`src/rtl/hazard_scoreboard.sv`:
```
// hazard_scoreboard: D-stage hazard and interlock unit for the MIPS core.
// Tracks in-flight register writes for the stages after D in a shift-register
// scoreboard (slot 1 = E ... slot STAGES = W), runs the MDU latency counter and
// the eret/EPC interlock, and produces stall, forwarding selects, mdu_busy and
// a saturating count of stalled cycles.
module hazard_scoreboard #(
    parameter int STAGES      = 3,
    parameter int TNEW_W      = 2,
    parameter int MULT_CYCLES = 5,
    parameter int DIV_CYCLES  = 10,
    parameter int CNT_W       = 32,
    parameter int SEL_W       = $clog2(STAGES + 1)
) (
    input  logic              clk,
    input  logic              reset,
    input  logic              req,
    input  logic              D_valid,
    input  logic [4:0]        D_rs,
    input  logic [4:0]        D_rt,
    input  logic [TNEW_W-1:0] D_T_use_rs,
    input  logic [TNEW_W-1:0] D_T_use_rt,
    input  logic [4:0]        D_dst,
    input  logic              D_regwrite,
    input  logic [TNEW_W-1:0] D_T_new,
    input  logic [1:0]        D_md_op,
    input  logic              D_is_eret,
    input  logic              D_is_mtc0_epc,
    output logic              stall,
    output logic [SEL_W-1:0]  fwd_rs_sel,
    output logic [SEL_W-1:0]  fwd_rt_sel,
    output logic              mdu_busy,
    output logic [CNT_W-1:0]  stall_cnt
);

    // MDU counter must hold the longer of the two latencies.
    localparam int MDU_MAX = (MULT_CYCLES > DIV_CYCLES) ? MULT_CYCLES : DIV_CYCLES;
    localparam int MDU_W   = $clog2(MDU_MAX + 1);

    localparam logic [MDU_W-1:0] MULT_LOAD = MDU_W'(MULT_CYCLES);
    localparam logic [MDU_W-1:0] DIV_LOAD  = MDU_W'(DIV_CYCLES);

    localparam logic [1:0] MD_NONE = 2'b00;
    localparam logic [1:0] MD_MULT = 2'b01;
    localparam logic [1:0] MD_DIV  = 2'b10;

    // One scoreboard entry per tracked stage.
    typedef struct packed {
        logic              valid;
        logic              regwrite;
        logic [4:0]        dst;
        logic [TNEW_W-1:0] tnew;
        logic              mtc0_epc;
    } slot_t;

    // Result of the youngest-producer search for one source operand.
    typedef struct packed {
        logic              hit;
        logic [SEL_W-1:0]  sel;
        logic [TNEW_W-1:0] tnew;
    } match_t;

    slot_t [STAGES:1] slot_q;
    slot_t [STAGES:1] slot_d;

    logic [MDU_W-1:0] mdu_cnt_q;
    logic [MDU_W-1:0] mdu_cnt_d;

    logic [CNT_W-1:0] stall_cnt_q;
    logic [CNT_W-1:0] stall_cnt_d;

    match_t rs_m;
    match_t rt_m;
    logic   rs_stall;
    logic   rt_stall;
    logic   mdu_stall;
    logic   eret_stall;
    logic   epc_pending;
    logic   advance;

    // Youngest (smallest slot index) valid writer of src; $0 never matches.
    // Scanning from the oldest slot lets a younger match overwrite an older one,
    // which is exactly the shadowing rule.
    function automatic match_t find_youngest(input slot_t [STAGES:1] slots,
                                             input logic [4:0]      src);
        match_t m;
        m = '0;
        for (int k = STAGES; k >= 1; k--) begin
            if (slots[k].valid && slots[k].regwrite &&
                (slots[k].dst == src) && (src != 5'd0)) begin
                m.hit  = 1'b1;
                m.sel  = SEL_W'(k);
                m.tnew = slots[k].tnew;
            end
        end
        return m;
    endfunction

    // Locate the youngest producer of each D-stage source operand.
    always_comb begin
        rs_m = find_youngest(slot_q, D_rs);
        rt_m = find_youngest(slot_q, D_rt);
    end

    // Pending EPC write in any slot before the last one blocks eret; by the
    // last slot the EPC has been written and the eret may proceed.
    always_comb begin
        epc_pending = 1'b0;
        for (int k = 1; k < STAGES; k++) begin
            if (slot_q[k].valid && slot_q[k].mtc0_epc) begin
                epc_pending = 1'b1;
            end
        end
    end

    // Stall sources combine into the D-stage stall; req overrides all of them.
    always_comb begin
        rs_stall   = rs_m.hit && (rs_m.tnew > D_T_use_rs);
        rt_stall   = rt_m.hit && (rt_m.tnew > D_T_use_rt);
        mdu_stall  = D_valid && (D_md_op != MD_NONE) && (mdu_cnt_q != '0);
        eret_stall = D_is_eret && epc_pending;
        stall      = D_valid && !req && (rs_stall || rt_stall || mdu_stall || eret_stall);
        advance    = D_valid && !stall && !req;
    end

    // Shift the scoreboard one stage, ageing tnew toward zero; slot 1 takes
    // the D instruction when it advances, otherwise a bubble. req flushes all.
    always_comb begin
        slot_d = '0;
        for (int k = 2; k <= STAGES; k++) begin
            slot_d[k] = slot_q[k-1];
            if (slot_q[k-1].tnew != '0) begin
                slot_d[k].tnew = slot_q[k-1].tnew - TNEW_W'(1);
            end
        end
        if (advance) begin
            slot_d[1].valid    = 1'b1;
            slot_d[1].regwrite = D_regwrite;
            slot_d[1].dst      = D_dst;
            slot_d[1].tnew     = D_T_new;
            slot_d[1].mtc0_epc = D_is_mtc0_epc;
        end
        if (req) begin
            slot_d = '0;
        end
    end

    // MDU latency: count down while busy; a start op leaving D reloads the
    // counter and wins over the decrement. req does not stop a running op.
    always_comb begin
        mdu_cnt_d = mdu_cnt_q;
        if (mdu_cnt_q != '0) begin
            mdu_cnt_d = mdu_cnt_q - MDU_W'(1);
        end
        if (advance) begin
            if (D_md_op == MD_MULT) begin
                mdu_cnt_d = MULT_LOAD;
            end else if (D_md_op == MD_DIV) begin
                mdu_cnt_d = DIV_LOAD;
            end
        end
    end

    // Count stalled cycles, holding at all-ones.
    always_comb begin
        stall_cnt_d = stall_cnt_q;
        if (stall && (stall_cnt_q != '1)) begin
            stall_cnt_d = stall_cnt_q + CNT_W'(1);
        end
    end

    // State registers; reset clears the scoreboard, MDU count and stall count.
    always_ff @(posedge clk) begin
        if (reset) begin
            slot_q      <= '0;
            mdu_cnt_q   <= '0;
            stall_cnt_q <= '0;
        end else begin
            slot_q      <= slot_d;
            mdu_cnt_q   <= mdu_cnt_d;
            stall_cnt_q <= stall_cnt_d;
        end
    end

    assign fwd_rs_sel = rs_m.sel;
    assign fwd_rt_sel = rt_m.sel;
    assign mdu_busy   = (mdu_cnt_q != '0);
    assign stall_cnt  = stall_cnt_q;

endmodule

```
`config.mk`:
```
export PLATFORM = sky130hd
export DESIGN_NAME = hazard_scoreboard
export DESIGN_NICKNAME = d
export VERILOG_FILES = /design/src/rtl/hazard_scoreboard.sv
export SDC_FILE = /design/constraint.sdc
export NUM_CORES = 1
export LEC_CHECK = 0
export CAP_MARGIN = 20
export CORE_MARGIN = 2
export CORE_UTILIZATION = 45
export CTS_BUF_LIST = sky130_fd_sc_hd__clkbuf_2 sky130_fd_sc_hd__clkbuf_4 sky130_fd_sc_hd__clkbuf_8
export DETAILED_ROUTE_END_ITERATION = 8
export PLACE_DENSITY = 0.76
export SLEW_MARGIN = 10
export SYNTH_ARGS = -nofsm -noshare
export SYNTH_HDL_FRONTEND = slang
export SYNTH_SLANG_ARGS = --single-unit
```
`constraint.sdc`:
```
create_clock -name clk -period 4.4 [get_ports clk]
set_input_delay 0.44 -clock clk [delete_from_list [all_inputs] [get_ports clk]]
set_output_delay 0.44 -clock clk [all_outputs]
set_load 0.05 [all_outputs]
```
==> metrics.md, run 1 <==
| Metric | Value |
|---|---|
| Final Cycle Share | slightly above 90% |
| Total Routing Usage GR | 21.17% |
| Setup_tns | 0 ns |
| Critical path fanouts, max | 8 |
| CTS root buf | clkbuf_8 |
| # rows | 31 |
| Via count | 3,265 |
| Max Cap Violations | 0 |
| Critical path arrival | 3.68 ns |
| Syn Nets | 447 |
| Detailed placement HPWL | a little over 6 mm |
| Post-DR vias/cell | between 5 and 6 |
| Worst EP required | 3.96 ns |
| Routed Wire Length | 8.560 mm |
| Worst vdd rail ir drop | 0.2232 mV |
| CTS Buf Count | 9 |
| Share of the synthesized area in the top cell type | between 30% and 40% |
| Cell area after layout | 4404 µm² |
| Vias in the first global route | 3,091 |
| Top cells by count, synth | dfxtp_1, a21oi_1, nor2_1 |
| Routability cong. | 0.8505 |
| Longest Clk Path Bufs | 2 |
| Unrepaired setup endpoints after global routing | no |
| Die height | 90.55 µm |
| Max Fclk | 242.9 MHz |
| Status | finished clean |
| Port-buffer cells | 67 |
| Initial antenna violation count | 0 |
| Ratio of cells with drive above 1 in the final layout | 7.613% |
| Ys Warns | 0 |
| Yosys reg bits | 65 |
| Register area share after synthesis | 38.60% |
| First-pass GRT wire length | 14.27 mm |
| Area Overhead vs Synth | 30.66% |
| NumNets Final | 517 |
| Setup-failing EPs final | 0 |
| Rel. slew slack | 33.99% |
| Clock period minus final worst setup slack | 4.118 ns |
| CTS tree | done |
| Hold Crit Class | reg2reg |
| Ant. Diodes | 0 |
| Worst setup EP type | output pin |
| WL/cell | 14.63 µm |
| Worst skew pair latency | 0.34 ns |
| Min-Delay Path Depth | 1 |
| Crit start category | primary input |
| WHS | 0.4612 ns |
| Power Density | 353.9 nW/µm² |
| Final hold viol count | 0 |
| Initial Util | 46.47% |
| Cell total after placement | 566 |
| Placed cell areas | 4148 µm² |
| Synth top area cells | dfxtp_1, a21oi_1, xnor2_1 |
| Initial drt markers | ~130 |
| H-tree depth | 3 |
| Count of pins over their slew limit | 0 |
| EDFF count, synth | 0 |
| Cell area after synthesis | around 3400 µm² |
| Syn avg cell area | 8.201 µm² |
| Largest net degree at the start of global routing | 48 |
| DR DRC count | 0 |
| R2R cell count | 14 |
| Hold buffers post-CTS | 0 |
| GRT Residual Overflow | 0 |
| Yosys cell types | 43 |
| DR pass1 iterations | 4 |
| Yosys top cell by area | dfxtp_1 |
| DIE AREA | 8198 µm² |
| Most common cell in the netlist | dfxtp_1 |
| Skew final | 0.01300 ns |
| Die X | around 91 µm |
| I/O pin count | 68 |
| Final Util | between 60% and 70% |
| P_leak | ~1.6 nW |
| Asr flop ratio synth | 0% |
| Tightest Pin Transition | 0.9865 ns |
| Worst Path Class, Setup | in2out |
| Gate Count Post-Synth | 411 |
| Final ANT Viol Nets | 0 |
| Clock sinks | between 60 and 70 |
| Non-filler instance count after layout | slightly below 600 |
| Core footprint | 7253 µm² |
| Clk slew on worst S/H paths | 0.07 ns |
| Post-synth top flop | dfxtp_1 |
metal layers:
metal | global-route usage (%) | vias up | wire length (µm)
li1 | - | 1629 | -
met1 | 26.39 | 1519 | 3783
met2 | 36.01 | 106 | 4174
met3 | 4.257 | 11 | 462
met4 | 7.949 | 0 | 141
met5 | 0 | - | 0
report_power, final:
part	total [mW]	internal (mW)	switching [mW]	leakage [nW]
registers	0.628	0.611	0.0170	0.525
clock network	0.578	0.336	0.241	0.113
logic	0.353	0.153	0.200	0.919
flip-flops by register name (all words and copies together) (netlist names):
| name | cells |
|---|---|
| slot_q | 29 |
| stall_cnt | 32 |
| mdu_cnt_q | 4 |
layout make-up:
| class | instances | area (µm²) |
|---|---|---|
| clock buffer | 10 | 137.6 |
| clock inverter | 6 | 90.09 |
| fill | 664 | 2849 |
| inverter | 24 | 90.09 |
| multi-input combinational | 302 | 1891 |
| sequential | 65 | 1301 |
| tap | 99 | 123.9 |
| timing repair buffer | 79 | 770.7 |
placed cells by master, fill, tap and decap left out, types with 5 or more instances in the layout:
cell type and instances:
a21oi_1 38, and2_1 17, and3_1 6, buf_4 12, clkbuf_8 10, clkdlybuf4s50_1 66, dfxtp_1 65, ha_1 6
inv_1 24, nand2_1 18, nand3_1 13, nand4_1 24, nor2_1 31, nor2b_1 6, nor3_1 5, nor4_1 9
o21ai_0 24, o31ai_1 8, or3_1 23, or4_1 14, xnor2_1 20, xor2_1 9
worst max-delay path, cell delays in order:
cell,delay (ns)
clkdlybuf4s50_1,0.58
or4_1,0.15
nor2_1,0.05
nor4_1,0.70
nor2b_1,0.17
a22oi_1,0.19
nor2_1,0.06
a21oi_1,0.17
ha_1,0.17
inv_1,0.04
a21oi_1,0.13
a21oi_1,0.08
a221oi_4,0.43
nor2_1,0.11
buf_4,0.21
stage by stage:
step / total power [mW] / setup slack, ns
after floorplan: 0.8680 / 0.6344
after global routing: 1.626 / 0.06134
after CTS: 1.550 / 0.2467
final: 1.559 / 0.2824
after detailed placement: 0.9775 / 0.2273
after global placement: 0.9675 / 0.2642
repair_timing:
action	in CTS	in global routing
resized for setup	0	1
setup endpoints to repair	0	1
buffers inserted	0	3
kinds of logic after synthesis:
group	count (synthesis)	share of synthesized area, %
fa+ha+maj	6	2.227
simple gates	178	29.51
mux	4	1.299
buf+inv	44	5.828
xor+xnor	29	7.535
flops	65	38.60
compound gates	85	15.00
final timing paths:
path / endpoint / startpoint / slack (ns)
worst min-delay path: slot_q[18] / slot_q[8] / 0.46
worst max register to register: stall_cnt[6] / slot_q[17] / 0.86
worst min register to register: slot_q[18] / slot_q[8] / 0.46
worst max-delay path: stall / D_rs[3] / 0.28
No activity file was read; power rests on OpenSTA's default activity.
==> run 2: changes to the inputs <==
SKIP_LAST_GASP = 1   (was default)
SLEW_MARGIN = default   (was 10)
==> results of run 2 <==
Same layout as run 1: the final DEF is identical, and so are final timing and power.
==> run 3: changes to the inputs <==
REMOVE_ABC_BUFFERS = 1   (was default)
SETUP_SLACK_MARGIN = 0.15   (was default)
==> run 3 against run 2 <==
Clock skew rose by 0.0013 ns. Clock-buffer cell count did not move. Clock power fell by 21%. Largest power group unchanged.
==> metrics.md, run 3 (synthesis gave the netlist of run 1 again) <==
| Metric | Value |
|---|---|
| Status | finished clean |
| CTS tree | done |
| CTS Buf Count | 9 |
| Critical path arrival | 3.60 ns |
| Max Cap Violations | 0 |
| Critical Path, Cell by Cell | clkdlybuf4s50_1, or4_1, nor2_2, nor4_2, nor2b_4, a22oi_1, a21oi_1, ha_1, a21oi_1, a21oi_1, a221oi_4, buf_12, nor2_1, buf_4 |
| Max reg flops | 32 |
| Clk slew on worst S/H paths | around 0.07 ns |
| Setup ws final | 0.3597 ns |
| Initial drt markers | approximately 160 |
| WP buf/inv | 3 |
| DR DRC count | 0 |
| Core footprint | 7253 µm² |
| GRT Residual Overflow | 0 |
| Die height | 90.55 µm |
| Total Routing Usage GR | 21.02% |
| Final hold viol count | 0 |
| Crit-path max cell delay | 0.60 ns |
| NumNets Final | 512 |
| Hold Crit Class | reg2reg |
| Initial antenna violation count | 0 |
| Routed Wire Length | 8.572 mm |
| Reg2Reg Launch Point | slot_q[6] |
| Tot Pwr | 1.448 mW |
| Power Density | roughly 330 nW/µm² |
| Worst EP required | 3.96 ns |
| Crit path top cell by count | a21oi_1 |
| Tightest Pin Transition | 0.9215 ns |
| Count of pins over their slew limit | 0 |
| CP max-delay cell | or4_1 |
| Commonest non-fill, non-tap cell in the layout | clkdlybuf4s50_1 |
| Detailed placement HPWL | 5.878 mm |
| Skew final | 0.01434 ns |
| Longest Clk Path Bufs | 2 |
| P_leak | between 1.5 and 2 nW |
| Port-buffer cells | 67 |
| # rows | 31 |
| Worst Hold Launch | slot_q[18] |
| Most frequent cells in the layout | clkdlybuf4s50_1, dfxtp_1, a21oi_1 |
| DR pass1 iterations | 4 |
| CTS root buf | clkbuf_8 |
| WL/cell | about 15 µm |
| Final Cycle Share | 91.83% |
| Worst skew pair latency | 0.34 ns |
| H-tree depth | 3 |
| Largest net degree at the start of global routing | 68 |
| Setup-failing EPs final | 0 |
| Initial Util | a little under half |
| Max Fclk | between 200 and 250 MHz |
| Pre-CTS WS | roughly 0.23 ns |
| WHS | between 0.4 and 0.5 ns |
| Vias in the first global route | between 3,000 and 4,000 |
| Die X | 90.55 µm |
| Final ANT Viol Nets | 0 |
| I/O pin count | 68 |
| Cell total after placement | 560 |
| Non-filler instance count after layout | 580 |
| # fillers | about 650 |
| Rel. slew slack | between 30 and 40% |
| Ant. Diodes | 0 |
| CP delay by family, top | simple AND/OR/NAND/NOR gates |
| Via count | 3,211 |
| Worst Path Class, Setup | in2out |
| Clock sinks | between 60 and 70 |
| First-pass GRT wire length | 14.36 mm |
| Ratio of cells with drive above 1 in the final layout | slightly below 8% |
| Critical path fanouts, max | 17 |
| Worst setup EP type | output pin |
| Post-DR vias/cell | about 5.5 |
| Clock period minus final worst setup slack | 4.040 ns |
| DIE AREA | 8198 µm² |
| CP Launch Point | D_rt[0] |
| Unrepaired setup endpoints after global routing | no |
| Worst vdd rail ir drop | ~0.27 mV |
| Area Overhead vs Synth | 30.40% |
| Crit start category | primary input |
| Routability cong. | 0.8260 |
[run 3: changes by cell type in the layout (fill, tap and decap cells not counted), sizes merged]
cell,before,now
buf,13,6
bufinv,2,0
clkinv,2,3
clkbuf,10,12
clkinvlp,1,2
[run 3: final timing paths]
path,to,slack (ns),cells after the start
setup / recovery,stall,0.36,14
hold / removal,slot_q[28],0.45,1
setup reg to reg,stall_cnt[19],0.98,13
hold reg to reg,slot_q[28],0.45,1
[run 3: power by group]
| part | leakage [nW] | switching [mW] | internal [mW] |
|---|---|---|---|
| combinational | 0.916 | 0.206 | 0.158 |
| sequential | 0.525 | 0.0169 | 0.611 |
| clock | 0.0887 | 0.236 | 0.220 |
| total | 1.53 | 0.459 | 0.989 |
[run 3: repair_timing]
item,CTS,global route
hold buffers,0,0
setup endpoints to repair,0,1
gates resized for setup,0,9
setup buffers,0,2
[run 3: cell type report]
cell class | instances | area (µm²) | area share [%]
clock buffers | 10 | 137.6 | 3.131
clock inverters | 6 | 42.54 | 0.9678
repair buffers | 74 | 768.2 | 17.48
multi-input cells | 302 | 1932 | 43.95
flip-flops and latches | 65 | 1301 | 29.60
well taps | 99 | 123.9 | 2.818
inverters | 24 | 90.09 | 2.050
[run 3: metrics by stage]
stage,util [%],cell area (µm²),TNS (ns)
6_report,60.60,4395,0
5_1_grt,60.60,4395,0
2_1_floorplan,-,3264,-1.870
3_5_place_dp,56.56,4103,0
4_1_cts,59.05,4283,0
3_3_place_gp,56.56,4103,0
[run 3: layer usage]
metal	part of all wire, %	GRT usage, %	vias up
met2	48	34.83	89
met3	5.8	5.092	11
met4	1.2	6.667	0
met1	45	26.93	1493
met5	0	0	-
li1	-	-	1618
